## src/rtl/modexp_pkg.sv

```systemverilog
`default_nettype none
// ============================================================================
//  Module   : modexp_pkg
//  Purpose  : Shared definitions for the mont_modexp requester front end:
//             FSM state encoding, default widths and the job record.
//  Revision : 1.0  initial release
// ============================================================================
package modexp_pkg;

  // Default operand and tag widths (pending review)
  localparam int unsigned DEF_WIDTH = 32;
  localparam int unsigned DEF_TAG_W = 4;

  // Issue FSM encoding: IDLE -> ISSUE -> WAIT -> HOLD -> IDLE
  localparam logic [1:0] ST_IDLE  = 2'd0;
  localparam logic [1:0] ST_ISSUE = 2'd1;
  localparam logic [1:0] ST_WAIT  = 2'd2;
  localparam logic [1:0] ST_HOLD  = 2'd3;

  // Job record at the default widths; the top level builds the same layout
  // from its own parameters so non-default instances stay consistent.
  typedef struct packed {
    logic [DEF_WIDTH-1:0] base;
    logic [DEF_WIDTH-1:0] exp;
    logic [DEF_TAG_W-1:0] tag;
  } job_t;

endpackage : modexp_pkg
`default_nettype wire

```

## src/rtl/sync_fifo.sv

```systemverilog
`default_nettype none
// ============================================================================
//  Module   : sync_fifo
//  Purpose  : Single-clock FIFO with a registered occupancy count. Flags are
//             decoded from the registered count, so a push in the same cycle
//             as a pop on a full FIFO is accepted without changing occupancy.
//  Revision : 1.0  initial release
// ============================================================================
module sync_fifo #(
  parameter int unsigned DATA_W = 68,
  parameter int unsigned DEPTH  = 4
) (
  input  logic              clk,
  input  logic              rst,
  input  logic              push,
  input  logic [DATA_W-1:0] wdata,
  input  logic              pop,
  output logic [DATA_W-1:0] rdata,
  output logic              full,
  output logic              empty
);

  localparam int unsigned AW    = $clog2(DEPTH);
  localparam int unsigned CNT_W = AW + 1;

  logic [DATA_W-1:0] mem_q [DEPTH];
  logic [AW-1:0]     wr_ptr_q, wr_ptr_d;
  logic [AW-1:0]     rd_ptr_q, rd_ptr_d;
  logic [CNT_W-1:0]  count_q,  count_d;
  logic              do_push, do_pop;

  assign full    = (count_q == CNT_W'(DEPTH));
  assign empty   = (count_q == '0);
  assign do_pop  = pop && !empty;
  assign do_push = push && (!full || do_pop);
  assign rdata   = mem_q[rd_ptr_q];

  // Next pointer and occupancy; pointers wrap naturally (DEPTH is a power of two)
  always_comb begin
    wr_ptr_d = wr_ptr_q;
    rd_ptr_d = rd_ptr_q;
    count_d  = count_q;
    if (do_push) wr_ptr_d = wr_ptr_q + AW'(1);
    if (do_pop)  rd_ptr_d = rd_ptr_q + AW'(1);
    case ({do_push, do_pop})
      2'b10:   count_d = count_q + CNT_W'(1);
      2'b01:   count_d = count_q - CNT_W'(1);
      default: count_d = count_q;
    endcase
  end

  // Pointer and count registers
  always_ff @(posedge clk) begin
    if (rst) begin
      wr_ptr_q <= '0;
      rd_ptr_q <= '0;
      count_q  <= '0;
    end else begin
      wr_ptr_q <= wr_ptr_d;
      rd_ptr_q <= rd_ptr_d;
      count_q  <= count_d;
    end
  end

  // Storage array; contents need no reset because the count gates reads
  always_ff @(posedge clk) begin
    if (do_push) mem_q[wr_ptr_q] <= wdata;
  end

endmodule : sync_fifo
`default_nettype wire

```

## src/rtl/modexp_initiator.sv

```systemverilog
`default_nettype none
// ============================================================================
//  Module   : modexp_initiator
//  Purpose  : Requester-side front end for one mont_modexp instance. Queues
//             tagged (base, exp) jobs, issues them one at a time with a start
//             pulse, waits for done (with optional timeout) and returns the
//             tagged result on a valid/ready stream.
//  Revision : 1.0  initial release
// ============================================================================
module modexp_initiator
  import modexp_pkg::*;
#(
  parameter int unsigned WIDTH   = 32,
  parameter int unsigned TAG_W   = 4,
  parameter int unsigned DEPTH   = 4,
  parameter int unsigned TIMEOUT = 4096
) (
  input  logic             clk,
  input  logic             rst,
  input  logic             in_valid,
  output logic             in_ready,
  input  logic [WIDTH-1:0] in_base,
  input  logic [WIDTH-1:0] in_exp,
  input  logic [TAG_W-1:0] in_tag,
  output logic             out_valid,
  input  logic             out_ready,
  output logic [WIDTH-1:0] out_result,
  output logic [TAG_W-1:0] out_tag,
  output logic             out_timeout,
  output logic             me_start,
  output logic [WIDTH-1:0] me_base,
  output logic [WIDTH-1:0] me_exp,
  input  logic             me_done,
  input  logic [WIDTH-1:0] me_result,
  output logic             busy,
  output logic [15:0]      jobs_cnt
);

  localparam int unsigned TMO_W = (TIMEOUT > 1) ? $clog2(TIMEOUT) : 1;

  typedef struct packed {
    logic [WIDTH-1:0] base;
    logic [WIDTH-1:0] exp;
    logic [TAG_W-1:0] tag;
  } req_t;

  req_t fifo_wdata, fifo_rdata;
  logic fifo_full, fifo_empty, fifo_push, fifo_pop;

  logic [1:0]       state_q,       state_d;
  logic [WIDTH-1:0] base_q,        base_d;
  logic [WIDTH-1:0] exp_q,         exp_d;
  logic [TAG_W-1:0] tag_q,         tag_d;
  logic [TMO_W-1:0] tmo_cnt_q,     tmo_cnt_d;
  logic             wait_first_q,  wait_first_d;
  logic             out_valid_q,   out_valid_d;
  logic [WIDTH-1:0] out_result_q,  out_result_d;
  logic [TAG_W-1:0] out_tag_q,     out_tag_d;
  logic             out_timeout_q, out_timeout_d;
  logic [15:0]      jobs_cnt_q,    jobs_cnt_d;
  logic             tmo_hit;

  assign fifo_wdata = '{base: in_base, exp: in_exp, tag: in_tag};
  assign fifo_push  = in_valid && in_ready;
  assign in_ready   = !fifo_full;

  sync_fifo #(
    .DATA_W ($bits(req_t)),
    .DEPTH  (DEPTH)
  ) u_fifo (
    .clk   (clk),
    .rst   (rst),
    .push  (fifo_push),
    .wdata (fifo_wdata),
    .pop   (fifo_pop),
    .rdata (fifo_rdata),
    .full  (fifo_full),
    .empty (fifo_empty)
  );

  // Timeout compare exists only when a non-zero limit is configured
  generate
    if (TIMEOUT > 0) begin : g_tmo
      localparam logic [TMO_W-1:0] TMO_LAST = TMO_W'(TIMEOUT - 1);
      assign tmo_hit = (tmo_cnt_q == TMO_LAST);
    end else begin : g_no_tmo
      assign tmo_hit = 1'b0;
    end
  endgenerate

  // Issue FSM: pop, pulse start, wait for done/timeout, hold result until taken
  always_comb begin
    state_d       = state_q;
    base_d        = base_q;
    exp_d         = exp_q;
    tag_d         = tag_q;
    tmo_cnt_d     = tmo_cnt_q;
    wait_first_d  = wait_first_q;
    out_valid_d   = out_valid_q;
    out_result_d  = out_result_q;
    out_tag_d     = out_tag_q;
    out_timeout_d = out_timeout_q;
    jobs_cnt_d    = jobs_cnt_q;
    fifo_pop      = 1'b0;
    case (state_q)
      ST_IDLE: begin
        if (!fifo_empty && !out_valid_q) begin
          fifo_pop = 1'b1;
          base_d   = fifo_rdata.base;
          exp_d    = fifo_rdata.exp;
          tag_d    = fifo_rdata.tag;
          state_d  = ST_ISSUE;
        end
      end
      ST_ISSUE: begin
        tmo_cnt_d    = '0;
        wait_first_d = 1'b1;
        state_d      = ST_WAIT;
      end
      ST_WAIT: begin
        // A done seen in the first WAIT cycle may be left over from the
        // previous job, so it is not trusted.
        wait_first_d = 1'b0;
        tmo_cnt_d    = tmo_cnt_q + TMO_W'(1);
        if (me_done && !wait_first_q) begin
          out_result_d  = me_result;
          out_tag_d     = tag_q;
          out_timeout_d = 1'b0;
          out_valid_d   = 1'b1;
          jobs_cnt_d    = jobs_cnt_q + 16'd1;
          state_d       = ST_HOLD;
        end else if (tmo_hit) begin
          out_result_d  = '0;
          out_tag_d     = tag_q;
          out_timeout_d = 1'b1;
          out_valid_d   = 1'b1;
          jobs_cnt_d    = jobs_cnt_q + 16'd1;
          state_d       = ST_HOLD;
        end
      end
      ST_HOLD: begin
        if (out_ready) begin
          out_valid_d = 1'b0;
          state_d     = ST_IDLE;
        end
      end
      default: state_d = ST_IDLE;
    endcase
  end

  // FSM, operand, result and counter registers
  always_ff @(posedge clk) begin
    if (rst) begin
      state_q       <= ST_IDLE;
      base_q        <= '0;
      exp_q         <= '0;
      tag_q         <= '0;
      tmo_cnt_q     <= '0;
      wait_first_q  <= 1'b0;
      out_valid_q   <= 1'b0;
      out_result_q  <= '0;
      out_tag_q     <= '0;
      out_timeout_q <= 1'b0;
      jobs_cnt_q    <= '0;
    end else begin
      state_q       <= state_d;
      base_q        <= base_d;
      exp_q         <= exp_d;
      tag_q         <= tag_d;
      tmo_cnt_q     <= tmo_cnt_d;
      wait_first_q  <= wait_first_d;
      out_valid_q   <= out_valid_d;
      out_result_q  <= out_result_d;
      out_tag_q     <= out_tag_d;
      out_timeout_q <= out_timeout_d;
      jobs_cnt_q    <= jobs_cnt_d;
    end
  end

  assign me_start    = (state_q == ST_ISSUE);
  assign me_base     = base_q;
  assign me_exp      = exp_q;
  assign out_valid   = out_valid_q;
  assign out_result  = out_result_q;
  assign out_tag     = out_tag_q;
  assign out_timeout = out_timeout_q;
  assign jobs_cnt    = jobs_cnt_q;
  assign busy        = !fifo_empty || (state_q != ST_IDLE) || out_valid_q;

endmodule : modexp_initiator
`default_nettype wire

```

## config.mk

```make
export PLATFORM = sky130hd
export DESIGN_NAME = modexp_initiator
export DESIGN_NICKNAME = d
export VERILOG_FILES = /design/src/rtl/modexp_pkg.sv /design/src/rtl/sync_fifo.sv /design/src/rtl/modexp_initiator.sv
export SDC_FILE = /design/constraint.sdc
export NUM_CORES = 1
export LEC_CHECK = 0
export ABC_AREA = 1
export ABC_CLOCK_PERIOD_IN_PS = 5410
export BUFFER_PORTS_ARGS = -buffer_cell sky130_fd_sc_hd__buf_4
export CAP_MARGIN = 5
export CORE_ASPECT_RATIO = 2
export CORE_MARGIN = 2
export CORE_UTILIZATION = 57
export CTS_CLUSTER_SIZE = 16
export DETAILED_ROUTE_END_ITERATION = 7
export GPL_ROUTABILITY_DRIVEN = 0
export PLACE_DENSITY = 0.83
export SYNTH_ARGS = -nofsm -noshare
export SYNTH_HDL_FRONTEND = slang
export SYNTH_SLANG_ARGS = --single-unit
```

## constraint.sdc

```tcl
create_clock -name clk -period 5.41 [get_ports clk]
set_input_delay 1.082 -clock clk [delete_from_list [all_inputs] [get_ports clk]]
set_output_delay 1.082 -clock clk [all_outputs]
set_load 0.02 [all_outputs]
```

==> impl_metrics.toml <==
[cts]
clkLatencyLatePin_ps = 540
numCtsBuffers = 36
clockBufferDepth = 3
h-tree-depth = 2
cts_tree = "built"
cts-root-buf = "clkbuf_16"
postCtsHoldBufs = 0
clock_sinks = 416
cts_resized = 0
clkSlewWorstSetupHoldPaths_ps = 70
post_cts_buffers = 0

[timing]
final-setup-viol-count = 0
finalCritPeriodShare_pct = 55.2
finalSetupTns_ps = 0
rsz0062_at_grt = "false"
slew_headroom_pct = 28.0
timing.fmax_mhz = 335
worst_pin_slew_ps = 1080
hold_viol = 0
fin_crit_ps = 2980
slew_violations = 0
fin_worst_skew_ps = 14.5

[power]
max-vdd-ir-drop_uv = 394
p_per_area_nw_per_um2 = 502
p_leak_nw = 6.95

[floorplanning]
die_h_um = 239
io-pin-count = 226
rows = 86
start_util_pct = 57.4
fp.coreArea_um2 = 27300
die_w_um = 121
dieArea_um2 = 29000

[yosys]
synth_nets = 1552
postSynthCellCount = 1434
yosysSeqAreaShare_pct = 70.4
synth_fa_ha_area_share_pct = 1.08
ys_warn_count = 0
synth-xor-area-share_pct = 0.446
synth.distinct_cells = 27
syn_area_um2 = 15700
synth_top_family_by_area = "simple AND/OR/NAND/NOR gates"
ys_seq_elements = 416
synth.avg_cell_area_um2 = 10.9
synth_mux_area_share_pct = 0
synth-compound-area-share_pct = 11.7
synth-simple-area-share_pct = 12.9

[worst_setup_path]
crit_arrival_ps = 3350
critical_path_class = "reg -> reg"
path_cells = "clkinv_2, buf_4, o21ai_0, a31oi_1"
startpoint_type = "flop"
crit_fanout = 83
end_kind = "flop"
cp_slowest_cell = "dfxtp_4"
required_ps = 5770
critPathMaxStageDelay_ps = 840

[finish]
final_common_cell = "nor2_1"
final_cell_mix = "nor2_1 (319), edfxtp_1 (272), buf_4 (235)"
area_growth_pct = 19.5
diodes = 0
fin_area_um2 = 18800
nFillCells = 1913
nNetsFinal = 1742
layout-drive-gt1-share_pct = 18.6

[global_routing]
grt_pass1_wl_um = 56100
grt_overflow_total = 0
antenna_found_initial = 0
grt_max_degree = 101
grt_pass1_vias = 11100
grt_usage_pct = 24.6

[drt]
first_pass_iters = 7
drt_wl_total_um = 36200
drc = 0
num_vias = 11400
wl_per_cell_um = 18.1
wl_met1_um = 14100
top_layer = "met4"
ant_nets = 0
wl_met2_um = 18100
viasPerCell = 5.70
met3WireLength_um = 2860
drt_iter0_drc = 1042

[min_path]
hold_class = "reg -> reg"

[job]
maxCapViolations = 0

[placed_design]
dpl_cell_area_um2 = 17600
portBuffers = 225
dp.final_hpwl_um = 20700

[status]
outcome = "finished clean"
[path summary, 6_finish.rpt]
kind | from | to | slack (ps) | cells after the start
worst max-delay path | u_fifo.rd_ptr_q[0] | me_exp[12] | 2430 | 4
worst max register to register | u_fifo.rd_ptr_q[0] | me_exp[12] | 2430 | 4
worst min register to register | tmo_cnt_q[6] | tmo_cnt_q[6] | 460 | 2
worst min-delay path | tmo_cnt_q[6] | tmo_cnt_q[6] | 460 | 2
[cell usage after synthesis (all sizes together)]
cell | instances | area share, %
clkbuf | 41 | 0.98
o21ai | 221 | 7.0
inv | 41 | 0.98
clkinv | 1 | 0.032
a21oi | 61 | 1.9
nand3b | 1 | 0.048
dfxtp | 144 | 18
a31oi | 69 | 2.8
nor2 | 325 | 7.8
ha | 12 | 0.96
nand3 | 17 | 0.54
xnor2 | 2 | 0.11
nand2 | 162 | 3.9
nor3 | 7 | 0.26
fa | 1 | 0.13
buf | 43 | 1.5
edfxtp | 272 | 52
xor2 | 6 | 0.33
nand4 | 8 | 0.32
[layer usage]
metal	GRT usage (%)	vias up
met3	4.17	84
met4	10.7	0
met5	0	-
met2	40.6	530
li1	-	5351
met1	32.2	5454
[per-stage QoR]
stage / worst slack, ps / util [%] / hold slack, ps / total power [W] / std cells
after detailed placement: 2280 / 64.2 / 454 / 0.00686 / 1937
after CTS: 2440 / 68.6 / 464 / 0.00944 / 2003
final: 2430 / 68.6 / 461 / 0.00941 / 2004
after global placement: 2330 / 64.2 / 443 / 0.00674 / 1937
after global routing: 2200 / 68.6 / 473 / 0.00988 / 2004
after floorplan: 810 / - / 435 / 0.00593 / 1434
[power breakdown]
group          leakage, nW  internal (W)  total (W)  switching, W
combinational         2.70      0.000845    0.00257       0.00172
clock                0.575       0.00145    0.00258       0.00113
sequential            3.67       0.00394    0.00426      0.000327
total                 6.95       0.00623    0.00941       0.00318
[registers in the layout, indices dropped and copies added, names as in the netlist]
name             flops
out_result          32
u_fifo.wr_ptr_q      2
u_fifo.count_q       3
u_fifo.mem_q       272
me_base             32
out_valid            1
tag_q                4
state_q              2
out_tag              4
out_timeout          1
me_exp              32
jobs_cnt            16
u_fifo.rd_ptr_q      2
tmo_cnt_q           12
wait_first_q         1
[final cells by class]
class,count,area (um^2),share of cell area (%)
flip-flops and latches,416,11100,58.9
multi-input cells,892,4130,22.0
repair buffers,236,1780,9.49
clock buffers,45,986,5.26
well taps,352,440,2.35
clock inverters,21,200,1.07
inverters,42,163,0.867
[kinds of logic after synthesis]
family                   count (synthesis)
flip-flops                             416
AO/OA/AOI/OAI                          351
adder cells (fa/ha/maj)                 13
buffers and inverters                  126
XOR/XNOR                                 8
AND/OR/NAND/NOR                        520
[critical path, delay by kind of cell (launching register included)]
kind / cells / cell delay (ps)
AO/OA/AOI/OAI: 2 / 440
buffers and inverters: 2 / 1420
flip-flops: 1 / 840
(Power assumes the default switching activity.)
